$ cat src/rtl/monim_pkg.sv
// monim_pkg: shared types and constants for the monim capture/monitor slice.
// Latency: n/a (declarations only).
// Backpressure: n/a.
package monim_pkg;

  typedef enum logic [1:0] {
    MODE_LIVE  = 2'd0,
    MODE_DECIM = 2'd1,
    MODE_SNAP  = 2'd2
  } mode_e;

  typedef enum logic {
    SNAP_IDLE  = 1'b0,
    SNAP_ARMED = 1'b1
  } snap_state_e;

  localparam int SMP_CNT_W = 32;

  // Raw mode field to operating mode; the reserved encoding runs as LIVE.
  function automatic mode_e decode_mode(input logic [1:0] m);
    case (m)
      2'd1:    return MODE_DECIM;
      2'd2:    return MODE_SNAP;
      default: return MODE_LIVE;
    endcase
  endfunction

endpackage

$ cat src/rtl/monim_sm_chan.sv
// monim_sm_chan: one capture channel - output reg, snapshot shadow, mask bit, optional min/max.
// Latency: commit strobe to p_sm_o is one clock; capture into shadow is one clock.
// Backpressure: none; strobes from the parent are obeyed every cycle (min/max with MONIM_SM_MINMAX_EN).
module monim_sm_chan #(
  parameter int DW = 32
) (
  input  logic          clk_i,
  input  logic          arst_i,
  input  logic [DW-1:0] data_i,
  input  logic          vld_i,
  input  logic          mask_clr_i,
  input  logic          cap_en_i,
  input  logic          live_commit_i,
  input  logic          snap_commit_i,
`ifdef MONIM_SM_MINMAX_EN
  input  logic          clr_i,
  output logic [DW-1:0] ch_min_o,
  output logic [DW-1:0] ch_max_o,
`endif
  output logic          mask_nxt_o,
  output logic [DW-1:0] p_sm_o
);

  logic [DW-1:0] r_out;
  logic [DW-1:0] r_shadow;
  logic          r_mask;
  logic          w_cap;
  logic          w_commit;
  logic [DW-1:0] w_commit_val;

  // Only the first sample of an armed window is kept; the mask is forwarded
  // including this cycle's capture so the parent sees same-cycle completion.
  assign w_cap      = cap_en_i & vld_i & ~r_mask;
  assign mask_nxt_o = r_mask | w_cap;
  assign p_sm_o     = r_out;

  // Select the value to commit: live sample, or shadow (bypassed if captured this cycle).
  always_comb begin
    w_commit     = (live_commit_i & vld_i) | (snap_commit_i & mask_nxt_o);
    w_commit_val = (live_commit_i | w_cap) ? data_i : r_shadow;
  end

  // Shadow and mask capture during an armed snapshot.
  always_ff @(posedge clk_i or posedge arst_i) begin
    if (arst_i) begin
      r_shadow <= '0;
      r_mask   <= 1'b0;
    end else begin
      if (w_cap) r_shadow <= data_i;
      if (mask_clr_i)  r_mask <= 1'b0;
      else if (w_cap)  r_mask <= 1'b1;
    end
  end

  // Committed output register.
  always_ff @(posedge clk_i or posedge arst_i) begin
    if (arst_i)        r_out <= '0;
    else if (w_commit) r_out <= w_commit_val;
  end

`ifdef MONIM_SM_MINMAX_EN
  logic [DW-1:0] r_min;
  logic [DW-1:0] r_max;
  logic          r_mm_init;

  assign ch_min_o = r_min;
  assign ch_max_o = r_max;

  // Signed min/max over committed values; first commit after reset/clear seeds both.
  always_ff @(posedge clk_i or posedge arst_i) begin
    if (arst_i) begin
      r_min     <= '0;
      r_max     <= '0;
      r_mm_init <= 1'b0;
    end else if (clr_i) begin
      r_mm_init <= 1'b0;
    end else if (w_commit) begin
      r_mm_init <= 1'b1;
      if (!r_mm_init) begin
        r_min <= w_commit_val;
        r_max <= w_commit_val;
      end else begin
        if ($signed(w_commit_val) < $signed(r_min)) r_min <= w_commit_val;
        if ($signed(w_commit_val) > $signed(r_max)) r_max <= w_commit_val;
      end
    end
  end
`endif

endmodule

$ cat src/rtl/monim_sm_capture.sv
// monim_sm_capture: N-channel sample capture (LIVE/DECIM/SNAP) with commit counter; MONIM_SM_MINMAX_EN adds min/max.
// Latency: a qualifying input cycle shows on p_sm_o/p_vld_o one clock later.
// Backpressure: none; samples not selected by the current mode are dropped.
module monim_sm_capture
  import monim_pkg::*;
#(
  parameter int NCH     = 2,
  parameter int DW      = 32,
  parameter int DECIM_W = 8,
  parameter int TMO_W   = 12
) (
  input  logic                 clk_i,
  input  logic                 arst_i,
  input  logic [NCH*DW-1:0]    data_i,
  input  logic [NCH-1:0]       data_vld_i,
  input  logic [1:0]           mode_i,
  input  logic [DECIM_W-1:0]   decim_i,
  input  logic                 snap_req_i,
  input  logic                 clr_i,
  output logic [NCH*DW-1:0]    p_sm_o,
  output logic                 p_vld_o,
  output logic                 snap_done_o,
  output logic [NCH-1:0]       p_stale_o,
  output logic                 busy_o,
`ifdef MONIM_SM_MINMAX_EN
  output logic [NCH*DW-1:0]    ch_min_o,
  output logic [NCH*DW-1:0]    ch_max_o,
`endif
  output logic [SMP_CNT_W-1:0] smp_cnt_o
);

  // The armed window lasts 2**TMO_W-1 cycles: tmo counts 0 .. 2**TMO_W-2 and
  // the timeout fires on the cycle the counter would reach its all-ones value.
  localparam logic [TMO_W-1:0] TMO_LAST = {{(TMO_W-1){1'b1}}, 1'b0};

  snap_state_e          r_state;
  snap_state_e          w_state_nxt;
  logic [1:0]           r_mode;
  logic [DECIM_W-1:0]   r_dcnt;
  logic [TMO_W-1:0]     r_tmo;
  logic                 r_p_vld;
  logic                 r_snap_done;
  logic [NCH-1:0]       r_stale;
  logic [SMP_CNT_W-1:0] r_smp_cnt;

  mode_e                w_mode;
  logic                 w_mode_chg;
  logic                 w_any_vld;
  logic [NCH-1:0]       w_mask_nxt;
  logic                 w_full;
  logic                 w_tmo_hit;
  logic                 w_cap_en;
  logic                 w_arm;
  logic                 w_live_commit;
  logic                 w_snap_commit;

  // A mode change is acted on only after it has been registered, so the
  // change cycle itself neither commits nor captures.
  assign w_mode     = decode_mode(r_mode);
  assign w_mode_chg = (mode_i != r_mode);
  assign w_any_vld  = |data_vld_i;
  assign w_full     = &w_mask_nxt;
  assign w_tmo_hit  = (r_tmo == TMO_LAST);
  assign w_cap_en   = !w_mode_chg && (r_state == SNAP_ARMED);

  // State register plus the registered copy of mode_i.
  always_ff @(posedge clk_i or posedge arst_i) begin
    if (arst_i) begin
      r_state <= SNAP_IDLE;
      r_mode  <= 2'd0;
    end else begin
      r_state <= w_state_nxt;
      r_mode  <= mode_i;
    end
  end

  // Next state: arm on a SNAP-mode request, leave on completion, timeout or mode change.
  always_comb begin
    w_state_nxt = r_state;
    if (w_mode_chg) begin
      w_state_nxt = SNAP_IDLE;
    end else begin
      case (r_state)
        SNAP_IDLE:  if (w_mode == MODE_SNAP && snap_req_i) w_state_nxt = SNAP_ARMED;
        SNAP_ARMED: if (w_full || w_tmo_hit)               w_state_nxt = SNAP_IDLE;
        default:    w_state_nxt = SNAP_IDLE;
      endcase
    end
  end

  // Outputs/strobes: LIVE/DECIM commits from IDLE, snapshot commit from ARMED.
  always_comb begin
    busy_o        = (r_state == SNAP_ARMED);
    w_arm         = 1'b0;
    w_live_commit = 1'b0;
    w_snap_commit = 1'b0;
    if (!w_mode_chg) begin
      case (r_state)
        SNAP_IDLE: begin
          w_arm         = (w_mode == MODE_SNAP) && snap_req_i;
          w_live_commit = w_any_vld &&
                          ((w_mode == MODE_LIVE) ||
                           (w_mode == MODE_DECIM && r_dcnt >= decim_i));
        end
        SNAP_ARMED: w_snap_commit = w_full || w_tmo_hit;
        default: ;
      endcase
    end
  end

  // Decimation counter: counts valid cycles; ">=" also covers decim_i lowered below the count.
  always_ff @(posedge clk_i or posedge arst_i) begin
    if (arst_i) begin
      r_dcnt <= '0;
    end else if (w_mode_chg) begin
      r_dcnt <= '0;
    end else if (w_mode == MODE_DECIM && r_state == SNAP_IDLE && w_any_vld) begin
      r_dcnt <= (r_dcnt >= decim_i) ? '0 : r_dcnt + DECIM_W'(1);
    end
  end

  // Snapshot timeout counter, restarted on arming.
  always_ff @(posedge clk_i or posedge arst_i) begin
    if (arst_i)        r_tmo <= '0;
    else if (w_arm)    r_tmo <= '0;
    else if (w_cap_en) r_tmo <= r_tmo + TMO_W'(1);
  end

  // Commit pulses, stale flags and the commit counter (clear beats increment).
  always_ff @(posedge clk_i or posedge arst_i) begin
    if (arst_i) begin
      r_p_vld     <= 1'b0;
      r_snap_done <= 1'b0;
      r_stale     <= '0;
      r_smp_cnt   <= '0;
    end else begin
      r_p_vld     <= w_live_commit | w_snap_commit;
      r_snap_done <= w_snap_commit;
      if (w_snap_commit) r_stale <= w_full ? '0 : ~w_mask_nxt;
      if (clr_i)                              r_smp_cnt <= '0;
      else if (w_live_commit | w_snap_commit) r_smp_cnt <= r_smp_cnt + SMP_CNT_W'(1);
    end
  end

  assign p_vld_o     = r_p_vld;
  assign snap_done_o = r_snap_done;
  assign p_stale_o   = r_stale;
  assign smp_cnt_o   = r_smp_cnt;

  for (genvar k = 0; k < NCH; k++) begin : g_ch
    monim_sm_chan #(.DW(DW)) u_chan (
      .clk_i         (clk_i),
      .arst_i        (arst_i),
      .data_i        (data_i[k*DW +: DW]),
      .vld_i         (data_vld_i[k]),
      .mask_clr_i    (w_arm),
      .cap_en_i      (w_cap_en),
      .live_commit_i (w_live_commit),
      .snap_commit_i (w_snap_commit),
`ifdef MONIM_SM_MINMAX_EN
      .clr_i         (clr_i),
      .ch_min_o      (ch_min_o[k*DW +: DW]),
      .ch_max_o      (ch_max_o[k*DW +: DW]),
`endif
      .mask_nxt_o    (w_mask_nxt[k]),
      .p_sm_o        (p_sm_o[k*DW +: DW])
    );
  end

endmodule

$ cat config.mk
export PLATFORM = sky130hd
export DESIGN_NAME = monim_sm_capture
export DESIGN_NICKNAME = d
export VERILOG_FILES = /design/src/rtl/monim_pkg.sv /design/src/rtl/monim_sm_chan.sv /design/src/rtl/monim_sm_capture.sv
export SDC_FILE = /design/constraint.sdc
export NUM_CORES = 1
export LEC_CHECK = 0
export ABC_CLOCK_PERIOD_IN_PS = 6820
export CORE_ASPECT_RATIO = 1.4
export CORE_UTILIZATION = 35
export CTS_CLUSTER_DIAMETER = 120
export DETAILED_ROUTE_END_ITERATION = 6
export GPL_ROUTABILITY_DRIVEN = 1
export GPL_TIMING_DRIVEN = 1
export PLACE_DENSITY = 0.69
export SLEW_MARGIN = 20
export SYNTH_ARGS = -nofsm -noshare
export SYNTH_HDL_FRONTEND = slang
export SYNTH_SLANG_ARGS = --single-unit
$ cat constraint.sdc
create_clock -name clk_i -period 6.82 [get_ports clk_i]
set_input_delay 1.364 -clock clk_i [delete_from_list [all_inputs] [get_ports clk_i]]
set_output_delay 1.364 -clock clk_i [all_outputs]
set_load 0.05 [all_outputs]
==> metrics, run 1 <==
Initial DRT Pass Iterations=4; Hold Violations, Final=0; Synth Area in Compound Gates=0.219; commonest non-fill, non-tap cell in the layout=nand2_1; Gate Count Post-Synth=~940; post-synthesis sequential area ratio=0.529; TNS Setup=0 ns; total die area=~26000 sq um; total track usage=0.193; pre-CTS WS=between 2 and 2.5 ns; skew final=approximately 0.015 ns; Cell Area, Synth=around 9000 sq um; met2 Use GR=0.330; area share of fa/ha/maj cells after synthesis=0.0196; CP cell instances=clkdlybuf4s50_1 -> xnor2_2 -> a41oi_1 -> o22ai_2 -> and2_2 -> buf_4 -> a21oi_1 -> o22a_1; Largest stage delay, worst path=0.80 ns; Reg area=roughly 4700 sq um; Max-Cap Viols=0; postcts setup bufs=0; max frequency=roughly 230 MHz; data arrival time of the worst path=roughly 4.6 ns; CTS Sinks=189; Max Slew Vio Count=0; vias in the first global route=between 7000 and 8000; Reg2Reg Depth=9; unrepaired setup endpoints after global routing=no; area growth from synthesis to layout=30.5%; CP Class=in2reg; CTS tree=done; Inserted Diodes=0; Ports=~180; Final #Nets=1186; # setup viols final=0; first-pass GRT wire length=just under 40 mm; Final Routed Wirelength=~25 mm; PortBufs=between 150 and 200; Avg Cell Area, Syn=roughly 9.5 sq um; initial drt markers=421; Crit-path slowest cell=and2_2; final instance area=between 10000 and 15000 sq um; largest family of logic cells by synthesized area=compound AO/OA/AOI/OAI gates; # hold bufs at CTS=0; Congestion Overflow GR=0; period utilization=0.625; Tmin final=~4.3 ns; Initial Util=0.360; Die X=~140 microns; status=finished clean; M3 GR Usage=0.0448; mux share of post-synthesis cell area=0.00602; simple-gate share of the synthesized area=0.177; layout cells sized above 1=0.0571; Pwr Total=3.82 mW; P_leak=around 5.3 nW; number of CTS-inserted buffers=17; core box area=around 25000 sq um; clk_lat worst skew=between 0.4 and 0.5 ns; clk root buf=clkbuf_16; Top Usage Layer GRT=met2; fill count=roughly 2400; synth warn=0; DRC=0; Worst Max-Slew Pin Slew=roughly 1.1 ns; clock tree buffer depth=2; Post-CTS Resized=0; FF+latch count, synth=~190; Async SR Flop Fraction=1.00; total number of vias=between 7000 and 8000; commonest non-fill, non-tap cells in the layout=nand2_1, dfrtp_1, clkdlybuf4s50_1; Worst setup SP type=input port; wire per inst=roughly 17 microns; DP Wirelength=between 15 and 20 mm; site row count=slightly below 70; Hold WC Path Type=reg2reg; H-tree depth=4; post-route setup slack=2.55 ns; Peak VDD IR=0.199 mV; post-synth cell types=49; post-synthesis xor/xnor area fraction=0.0144; Crit. End Element=register; GRT met1 Usage=0.229; PD cells=approximately 330 nW/um^2; Max FO, Critical Path=35; Routed Antenna Nets=0; footprint of the multi-input gates=about 4000 sq um; die height=between 150 and 200 microns; Syn Nets=a little over 1000; Post-synth EDFFs=0; placer congestion estimate=a little over 0.8; Clock transition at path regs=0.07 ns; Hold Path Cell Cnt=2; Avg Vias per Cell=between 5 and 6; slew margin rel.=0.278; largest net degree at the start of global routing=71; Cell Area, Placed=~11000 sq um; initial antenna violation count=1; required time of the worst setup path=between 7 and 8 ns; Post-synth top flop=dfrtp_1
## critical path: cells and delay by family
family | cells | cell delay [ns]
AOI/OAI and AO/OA | 4 | 1.07
xor gates and xnor gates | 1 | 0.32
buffers and inverters | 2 | 0.99
and+or+nand+nor | 1 | 0.80
## cell families after synthesis
group,count (synthesis)
muxes,5
adders and majority gates,14
AOI/OAI and AO/OA,290
and+or+nand+nor,348
buffers and inverters,78
xor gates and xnor gates,13
DFF,189
## cells in the mapped netlist, types with 3 or more instances
master / instances / area (sq um)
and2_1: 3 / 18.8
xor2_1: 10 / 87.6
ha_1: 14 / 175
nand3_1: 14 / 70.1
clkbuf_1: 42 / 158
a21oi_1: 105 / 526
nor2_1: 27 / 101
dfrtp_1: 189 / 4730
nand4_1: 12 / 75.1
o41ai_1: 4 / 35.0
a21o_1: 66 / 495
or3_1: 20 / 125
mux2_2: 3 / 33.8
o31ai_1: 10 / 75.1
buf_2: 13 / 65.1
buf_1: 6 / 22.5
o22a_1: 64 / 561
inv_1: 17 / 63.8
or4b_1: 4 / 40.0
or4_1: 10 / 75.1
nand2b_1: 3 / 18.8
nor3_1: 6 / 30.0
and4_1: 3 / 26.3
nand2_1: 221 / 830
nand3b_1: 5 / 37.5
o21ai_0: 25 / 125
nor2b_1: 4 / 25.0
and3_1: 11 / 68.8
## state kept, by name, indices dropped and copies added, names as in the netlist
| signal | cells |
|---|---|
| p_stale_o | 2 |
| busy_o | 1 |
| g_ch.u_chan.r_shadow | 64 |
| g_ch.u_chan.p_sm_o | 64 |
| snap_done_o | 1 |
| r_mode | 2 |
| r_dcnt | 8 |
| p_vld_o | 1 |
| g_ch.u_chan.r_mask | 2 |
| r_tmo | 12 |
| smp_cnt_o | 32 |
## routing by layer
| layer | routed length (microns) | share of wire |
|---|---|---|
| met2 | 12200 | 0.49 |
| met1 | 10300 | 0.42 |
| met3 | 1450 | 0.059 |
| met5 | 13 | 0.00053 |
| met4 | 644 | 0.026 |
## through the flow
step	cells	utilization	hold slack, ns
after floorplan	937	-	0.432
after global placement	1387	0.446	0.443
after detailed placement	1388	0.447	0.451
after CTS	1418	0.469	0.467
after global routing	1418	0.469	0.477
final	1418	0.469	0.462
## path summary, 6_finish.rpt
path                                                  start                          end  slack (ns)
min in group asynchronous                            arst_i    g_ch[0].u_chan.p_sm_o[24]        1.37
worst max-delay path                              mode_i[1]    g_ch[0].u_chan.p_sm_o[25]        2.55
max in group asynchronous                            arst_i  g_ch[0].u_chan.r_shadow[23]        4.18
worst min-delay path            g_ch[0].u_chan.r_shadow[17]  g_ch[0].u_chan.r_shadow[17]        0.46
worst min register to register  g_ch[0].u_chan.r_shadow[17]  g_ch[0].u_chan.r_shadow[17]        0.46
worst max register to register                    r_dcnt[0]     g_ch[1].u_chan.p_sm_o[2]        3.46
## report_power, final
group	switching, mW	total, mW	leakage, nW	internal, mW
sequential	0.144	1.49	2.48	1.35
combinational	0.842	1.34	2.58	0.496
clock	0.439	0.987	0.262	0.548
total	1.43	3.82	5.32	2.39
## area by class of cell
cell class / count / share of cell area
Clock buffer: 21 / 0.0386
Timing Repair Buffer: 197 / 0.167
Tap cell: 315 / 0.0338
Multi-Input combinational cell: 670 / 0.339
Inverter: 17 / 0.00612
Sequential cell: 189 / 0.406
Clock inverter: 9 / 0.00966
Note: power is estimated with default switching activity, not from simulation.
==> run 2: changes to the inputs <==
--- a/config.mk
+++ b/config.mk
@@ -5,14 +5,14 @@
 export SDC_FILE = /design/constraint.sdc
 export NUM_CORES = 1
 export LEC_CHECK = 0
-export ABC_CLOCK_PERIOD_IN_PS = 6820
+export ABC_CLOCK_PERIOD_IN_PS = 4470
 export CORE_ASPECT_RATIO = 1.4
 export CORE_UTILIZATION = 35
 export CTS_CLUSTER_DIAMETER = 120
 export DETAILED_ROUTE_END_ITERATION = 6
 export GPL_ROUTABILITY_DRIVEN = 1
 export GPL_TIMING_DRIVEN = 1
-export PLACE_DENSITY = 0.69
+export PLACE_DENSITY = 0.67
 export SLEW_MARGIN = 20
 export SYNTH_ARGS = -nofsm -noshare
 export SYNTH_HDL_FRONTEND = slang
==> constraint.sdc (replaced) <==
create_clock -name clk_i -period 4.47 [get_ports clk_i]
set_input_delay 0.894 -clock clk_i [delete_from_list [all_inputs] [get_ports clk_i]]
set_output_delay 0.894 -clock clk_i [all_outputs]
set_load 0.05 [all_outputs]
==> run 2 against run 1 <==
- sequential share of layout area down 0.26 points
- first-iteration DRC count decreased by 1.2%
- clock power increased by 53%
- clock skew up 0.0014 ns
- critical endpoint is now g_ch[1].u_chan.p_sm_o[14]
==> metrics, run 2 (synthesis results as in run 1) <==
status=finished clean (unchanged); PortBufs=180 (unchanged); slew margin rel.=0.365 (was 0.278); Crit-path slowest cell=a2111oi_0 (was and2_2); Int Pwr=3.61 mW (was 2.39 mW); commonest non-fill, non-tap cells in the layout=nand2_1, dfrtp_1, clkdlybuf4s50_1 (unchanged); Routed Antenna Nets=0 (unchanged); combinational share of power=0.351 (was 0.350); clk root buf=clkbuf_16 (unchanged); # setup viols final=0 (unchanged); total track usage=0.193 (about the same); Worst setup SP type=input port (unchanged); PD cells=496 nW/um^2 (was 327 nW/um^2); vias in the first global route=7818 (was 7687); switching share of total power=0.381 (was 0.373); period utilization=0.796; total die area=26200 sq um (unchanged); Worst R2R Setup Slack=1.33 ns (was 3.46 ns); Buf+Inv Stages, Crit Path=2 (unchanged); Inserted Diodes=0 (unchanged); FF-to-FF End=g_ch[1].u_chan.p_sm_o[14] (was g_ch[1].u_chan.p_sm_o[2]); first-pass GRT wire length=39.8 mm (was 39.5 mm); Congestion Overflow GR=0 (unchanged); Sw Pwr=2.22 mW (was 1.43 mW); wire per inst=16.9 microns (was 17.3 microns); Final #Nets=1190 (was 1186); Tmin final=about 3.6 ns; P_leak=5.36 nW (was 5.32 nW); max frequency=281 MHz; met2 WL=12.4 mm (was 12.2 mm); CTS Sinks=189 (unchanged); reg-to-reg startpoint=r_dcnt[0] (unchanged); Clock transition at path regs=0.07 ns (about the same); site row count=68 (unchanged); Reg2Reg Depth=9 (unchanged); DP Wirelength=16.1 mm (about the same); critical path's top delay family=compound AO/OA/AOI/OAI gates (unchanged); CTS tree=done (unchanged); unrepaired setup endpoints after global routing=no (unchanged); initial antenna violation count=1 (unchanged); number of CTS-inserted buffers=17 (unchanged); Crit. End Element=register (unchanged); footprint of the multi-input gates=3950 sq um (unchanged); Initial DRT Pass Iterations=5 (was 4); postcts setup bufs=0 (unchanged); Worst Max-Slew Pin Slew=0.942 ns (was 1.08 ns); Max-Cap Viols=0 (unchanged); Avg Vias per Cell=5.38 (was 5.39); total number of vias=7662 (was 7641); layout cells sized above 1=0.0649 (was 0.0571); final instance area=11700 sq um (about the same); Flop pwr share=0.391 (about the same); die height=191 microns (unchanged); placer congestion estimate=0.835 (was 0.821); required time of the worst setup path=4.77 ns (was 7.14 ns); clk_lat worst skew=0.43 ns (about the same); CP Class=in2reg (unchanged); Ports=181 (unchanged); metal1 wirelength=10.2 mm (was 10.3 mm); commonest non-fill, non-tap cell in the layout=nand2_1 (unchanged); Hold Violations, Final=0 (unchanged); fill count=2376 (was 2423); Final Routed Wirelength=24.1 mm (was 24.6 mm); Cell Area, Placed=11200 sq um (was 11100 sq um); clock tree buffer depth=2 (unchanged); DRC=0 (unchanged); final core occ=0.472 (was 0.469); area growth from synthesis to layout=31.3% (was 30.5%); skew final=0.0161 ns (was 0.0147 ns); Peak VDD IR=0.321 mV (was 0.199 mV); data arrival time of the worst path=3.86 ns (was 4.58 ns); Worst Hold Launch=g_ch[1].u_chan.r_shadow[0] (was g_ch[0].u_chan.r_shadow[17]); Post-CTS Resized=0 (unchanged); Reg area=4730 sq um (unchanged); DR WL met3=1.11 mm (was 1.45 mm); clock power share=0.259 (was 0.258); Max FO, Critical Path=31 (was 35); largest net degree at the start of global routing=92 (was 71); Initial Util=0.360 (unchanged); # hold bufs at CTS=0 (unchanged); Hold EP=g_ch[1].u_chan.r_shadow[0] (was g_ch[0].u_chan.r_shadow[17]); initial drt markers=416 (was 421); Hold Path Cell Cnt=2 (unchanged); Die X=137 microns (unchanged); Hold WC Path Type=reg2reg (unchanged); H-tree depth=4 (unchanged); Max Used Layer=met5 (unchanged); core box area=24800 sq um (unchanged); Max Slew Vio Count=0 (unchanged); Largest stage delay, worst path=0.58 ns (was 0.80 ns); CP cell instances=clkdlybuf4s50_1 -> ha_1 -> nand2b_1 -> a2111oi_0 -> o31a_1 -> a2bb2oi_4 -> nor2_2 -> buf_4 -> o22a_1 (was clkdlybuf4s50_1 -> xnor2_2 -> a41oi_1 -> o22ai_2 -> and2_2 -> buf_4 -> a21oi_1 -> o22a_1); TNS Setup=0 ns (unchanged)
-- run 2: cell types whose count changed in the layout (fill, tap and decap cells not counted) --
| cell | previous run | this run |
|---|---|---|
| buf_16 | 1 | 0 |
| clkbuf_1 | 3 | 0 |
| inv_8 | 1 | 4 |
| clkinv_4 | 0 | 3 |
| bufinv_16 | 2 | 1 |
| buf_4 | 16 | 17 |
| buf_12 | 0 | 4 |
| inv_6 | 2 | 3 |
| clkbuf_8 | 1 | 0 |
-- run 2: area by class of cell --
class                      instances  area share
tap                              315      0.0336
clock buffer                      17      0.0363
clock inverter                    15      0.0132
multi-input combinational        670       0.337
timing repair buffer             201       0.171
inverter                          17     0.00576
sequential                       189       0.403
-- run 2: power groups by stage --
stage,Sequential [mW],Clock [mW],Combinational [mW]
global route,2.32,1.62,2.15
CTS,2.28,1.55,2.06
detailed placement,2.31,0,2.06
finish,2.28,1.51,2.04
floorplan,3.12,0,0.472
global placement,2.31,0,2.02
-- run 2: worst max path at each step --
| stage | slack [ns] | endpoint | cells past startpoint | start |
|---|---|---|---|---|
| global route | 0.73 | g_ch[1].u_chan.p_sm_o[14] | 9 | decim_i[0] |
| CTS | 0.93 | g_ch[1].u_chan.p_sm_o[14] | 9 | decim_i[0] |
| finish | 0.91 | g_ch[1].u_chan.p_sm_o[14] | 9 | decim_i[0] |
| detailed placement | 0.48 | g_ch[1].u_chan.p_sm_o[14] | 9 | decim_i[0] |
| global placement | 0.57 | g_ch[1].u_chan.p_sm_o[11] | 9 | decim_i[0] |
| floorplan | 1.14 | busy_o | 1 | arst_i |
-- run 2: metal layers --
layer / vias up / global-route usage
li1: 3627 / -
met1: 3803 / 0.237
met2: 200 / 0.335
met3: 30 / 0.0331
met4: 2 / 0.0685
met5: - / 0
-- run 2: per-stage QoR --
stage | power, mW | worst slack [ns] | hold WS [ns] | cells
3_3_place_gp | 4.33 | 0.566 | 0.443 | 1392
5_1_grt | 6.08 | 0.731 | 0.485 | 1424
3_5_place_dp | 4.36 | 0.484 | 0.450 | 1392
6_report | 5.82 | 0.910 | 0.462 | 1424
2_1_floorplan | 3.59 | 1.14 | 0.432 | 937
4_1_cts | 5.89 | 0.932 | 0.466 | 1424
-- run 2: worst reg2reg max path: stages, from the launching register on --
cell and delay (ns):
dfrtp_1 0.42, inv_1 0.07, ha_1 0.26, nand2b_1 0.13, a2111oi_0 0.58, o31a_1 0.45
a2bb2oi_4 0.47, nor2_2 0.09, buf_4 0.27, o22a_1 0.27
==> run 3: changes to the inputs <==
--- a/config.mk
+++ b/config.mk
@@ -5,7 +5,7 @@
 export SDC_FILE = /design/constraint.sdc
 export NUM_CORES = 1
 export LEC_CHECK = 0
-export ABC_CLOCK_PERIOD_IN_PS = 4470
+export ABC_CLOCK_PERIOD_IN_PS = 3400
 export CORE_ASPECT_RATIO = 1.4
 export CORE_UTILIZATION = 35
 export CTS_CLUSTER_DIAMETER = 120
==> constraint.sdc (replaced) <==
create_clock -name clk_i -period 3.4 [get_ports clk_i]
set_input_delay 0.68 -clock clk_i [delete_from_list [all_inputs] [get_ports clk_i]]
set_output_delay 0.68 -clock clk_i [all_outputs]
set_load 0.05 [all_outputs]
==> run 3 against run 2 <==
- clock skew about the same
- count of clock-buffer cells in the layout is 2 higher
- flip-flop and latch count is the same
- via count decreased by 0.10%
==> metrics, run 3 (synthesis results as in run 1) <==
Worst path depth=9 (unchanged); Largest stage delay, worst path=0.64 ns (was 0.58 ns); Final Routed Wirelength=24.2 mm (was 24.1 mm); post-route setup slack=0.391 ns (was 0.910 ns); Routed Antenna Nets=0 (unchanged); DRC=0 (unchanged); TNS Setup=0 ns (unchanged); initial drt markers=470 (was 416); Reg area=4730 sq um (unchanged); Hold WC Path Type=reg2reg (unchanged); required time of the worst setup path=3.73 ns (was 4.77 ns); Crit-path slowest cell=a2111oi_0 (unchanged); number of CTS-inserted buffers=17 (unchanged); Ports=181 (unchanged); clk_lat worst skew=0.45 ns (was 0.43 ns); die height=191 microns (unchanged); Hold Path Cell Cnt=2 (unchanged); CP cell instances=clkdlybuf4s50_1 -> ha_1 -> nand2b_1 -> a2111oi_0 -> o31a_1 -> a2bb2oi_4 -> nor2_2 -> buf_12 -> o22a_1 (was clkdlybuf4s50_1 -> ha_1 -> nand2b_1 -> a2111oi_0 -> o31a_1 -> a2bb2oi_4 -> nor2_2 -> buf_4 -> o22a_1); footprint of the multi-input gates=3950 sq um (unchanged); Die X=137 microns (unchanged); Post-CTS Resized=0 (unchanged); unrepaired setup endpoints after global routing=no (unchanged); Worst R2R Setup Slack=0.58 ns (was 1.33 ns); commonest non-fill, non-tap cell in the layout=nand2_1 (unchanged); clock tree buffer depth=2 (unchanged); first-pass GRT wire length=39.9 mm (was 39.8 mm); slew margin rel.=0.536 (was 0.365); Max Slew Vio Count=0 (unchanged); Clock transition at path regs=0.07 ns (about the same); pre-CTS WS=0.00349 ns (was 0.484 ns); Max-Cap Viols=0 (unchanged); # setup viols final=0 (unchanged); data arrival time of the worst path=3.34 ns (was 3.86 ns); # hold bufs at CTS=0 (unchanged); initial antenna violation count=0 (was 1); Hold Violations, Final=0 (unchanged); Final #Nets=1208 (was 1190); worst setup path end=g_ch[0].u_chan.p_sm_o[29] (was g_ch[1].u_chan.p_sm_o[14]); layout cells sized above 1=0.0781 (was 0.0649); CP Class=in2reg (unchanged); total track usage=0.194 (was 0.193); Inserted Diodes=0 (unchanged); placer congestion estimate=0.804 (was 0.835); Congestion Overflow GR=0 (unchanged); period utilization=0.885; Critical path origin=decim_i[0] (unchanged); skew final=0.0161 ns (about the same); total die area=26200 sq um (unchanged); Tmin final=3.01 ns; Buf+Inv Stages, Crit Path=2 (unchanged); postcts setup bufs=0 (unchanged); Avg Vias per Cell=5.31 (was 5.38); P_leak=5.48 nW (was 5.36 nW); DP Wirelength=16.3 mm (was 16.1 mm); Initial DRT Pass Iterations=5 (unchanged); Crit. End Element=register (unchanged); Worst Max-Slew Pin Slew=0.679 ns (was 0.942 ns); CTS tree=done (unchanged); Worst setup SP type=input port (unchanged); vias in the first global route=7857 (was 7818); Max FO, Critical Path=21 (was 31); CTS Sinks=189 (unchanged); H-tree depth=4 (unchanged); Initial Util=0.360 (unchanged); status=finished clean (unchanged); FF-to-FF End=g_ch[0].u_chan.p_sm_o[29] (was g_ch[1].u_chan.p_sm_o[14]); core box area=24800 sq um (unchanged); max frequency=about 330 MHz; area growth from synthesis to layout=34.0% (was 31.3%); fill count=2346 (was 2376); Peak VDD IR=0.493 mV (was 0.321 mV); PD cells=644 nW/um^2 (was 496 nW/um^2); total number of vias=7654 (was 7662); largest net degree at the start of global routing=90 (was 92); commonest non-fill, non-tap cells in the layout=nand2_1, dfrtp_1, clkdlybuf4s50_1 (unchanged); Reg2Reg Depth=9 (unchanged); clk root buf=clkbuf_16 (unchanged); wire per inst=16.8 microns (was 16.9 microns); site row count=68 (unchanged); PortBufs=180 (unchanged); reg-to-reg startpoint=r_dcnt[0] (unchanged); critical path's top delay family=compound AO/OA/AOI/OAI gates (unchanged)
run 3: layout make-up:
class                           instances  share of cell area
Multi-Input combinational cell        670               0.330
Clock buffer                           19              0.0361
Inverter                               17             0.00564
Timing Repair Buffer                  219               0.187
Sequential cell                       189               0.395
Clock inverter                         13              0.0128
Tap cell                              315              0.0329
run 3: through the flow:
stage          total power, mW  instance area (sq um)  hold WS (ns)  std cells  utilization
6_report                  7.71                  12000         0.460       1442        0.482
5_1_grt                   8.07                  12000         0.482       1442        0.482
3_3_place_gp              5.71                  11400         0.444       1410        0.458
2_1_floorplan             4.72                   8940         0.432        937            -
3_5_place_dp              5.74                  11400         0.451       1410        0.458
4_1_cts                   7.81                  12000         0.467       1442        0.482
run 3: worst register-to-register path, cell delays in order, from the launching register on:
cell	delay [ns]
dfrtp_1	0.41
inv_1	0.07
ha_1	0.26
nand2b_1	0.14
a2111oi_0	0.64
o31a_1	0.35
a2bb2oi_4	0.29
nor2_2	0.16
buf_12	0.19
o22a_1	0.21
run 3: routing by layer:
| metal | track usage | part of all wire | vias up |
|---|---|---|---|
| li1 | - | - | 3670 |
| met1 | 0.235 | 0.43 | 3778 |
| met2 | 0.338 | 0.50 | 180 |
| met3 | 0.0432 | 0.051 | 26 |
| met4 | 0.0617 | 0.018 | 0 |
| met5 | 0 | 0 | - |
run 3: report_power, final:
part	internal (mW)	switching, mW
combinational	1.02	1.69
sequential	2.71	0.272
clock	1.10	0.922
total	4.83	2.88
run 3: how the worst min path moves through the flow:
stage / startpoint / to / slack (ns)
2_1_floorplan: g_ch[0].u_chan.r_shadow[31] / g_ch[0].u_chan.r_shadow[31] / 0.43
3_3_place_gp: g_ch[1].u_chan.r_shadow[22] / g_ch[1].u_chan.r_shadow[22] / 0.44
3_5_place_dp: g_ch[1].u_chan.r_shadow[28] / g_ch[1].u_chan.r_shadow[28] / 0.45
4_1_cts: g_ch[1].u_chan.r_shadow[28] / g_ch[1].u_chan.r_shadow[28] / 0.47
5_1_grt: g_ch[1].u_chan.r_shadow[13] / g_ch[1].u_chan.r_shadow[13] / 0.48
6_report: g_ch[1].u_chan.r_shadow[13] / g_ch[1].u_chan.r_shadow[13] / 0.46
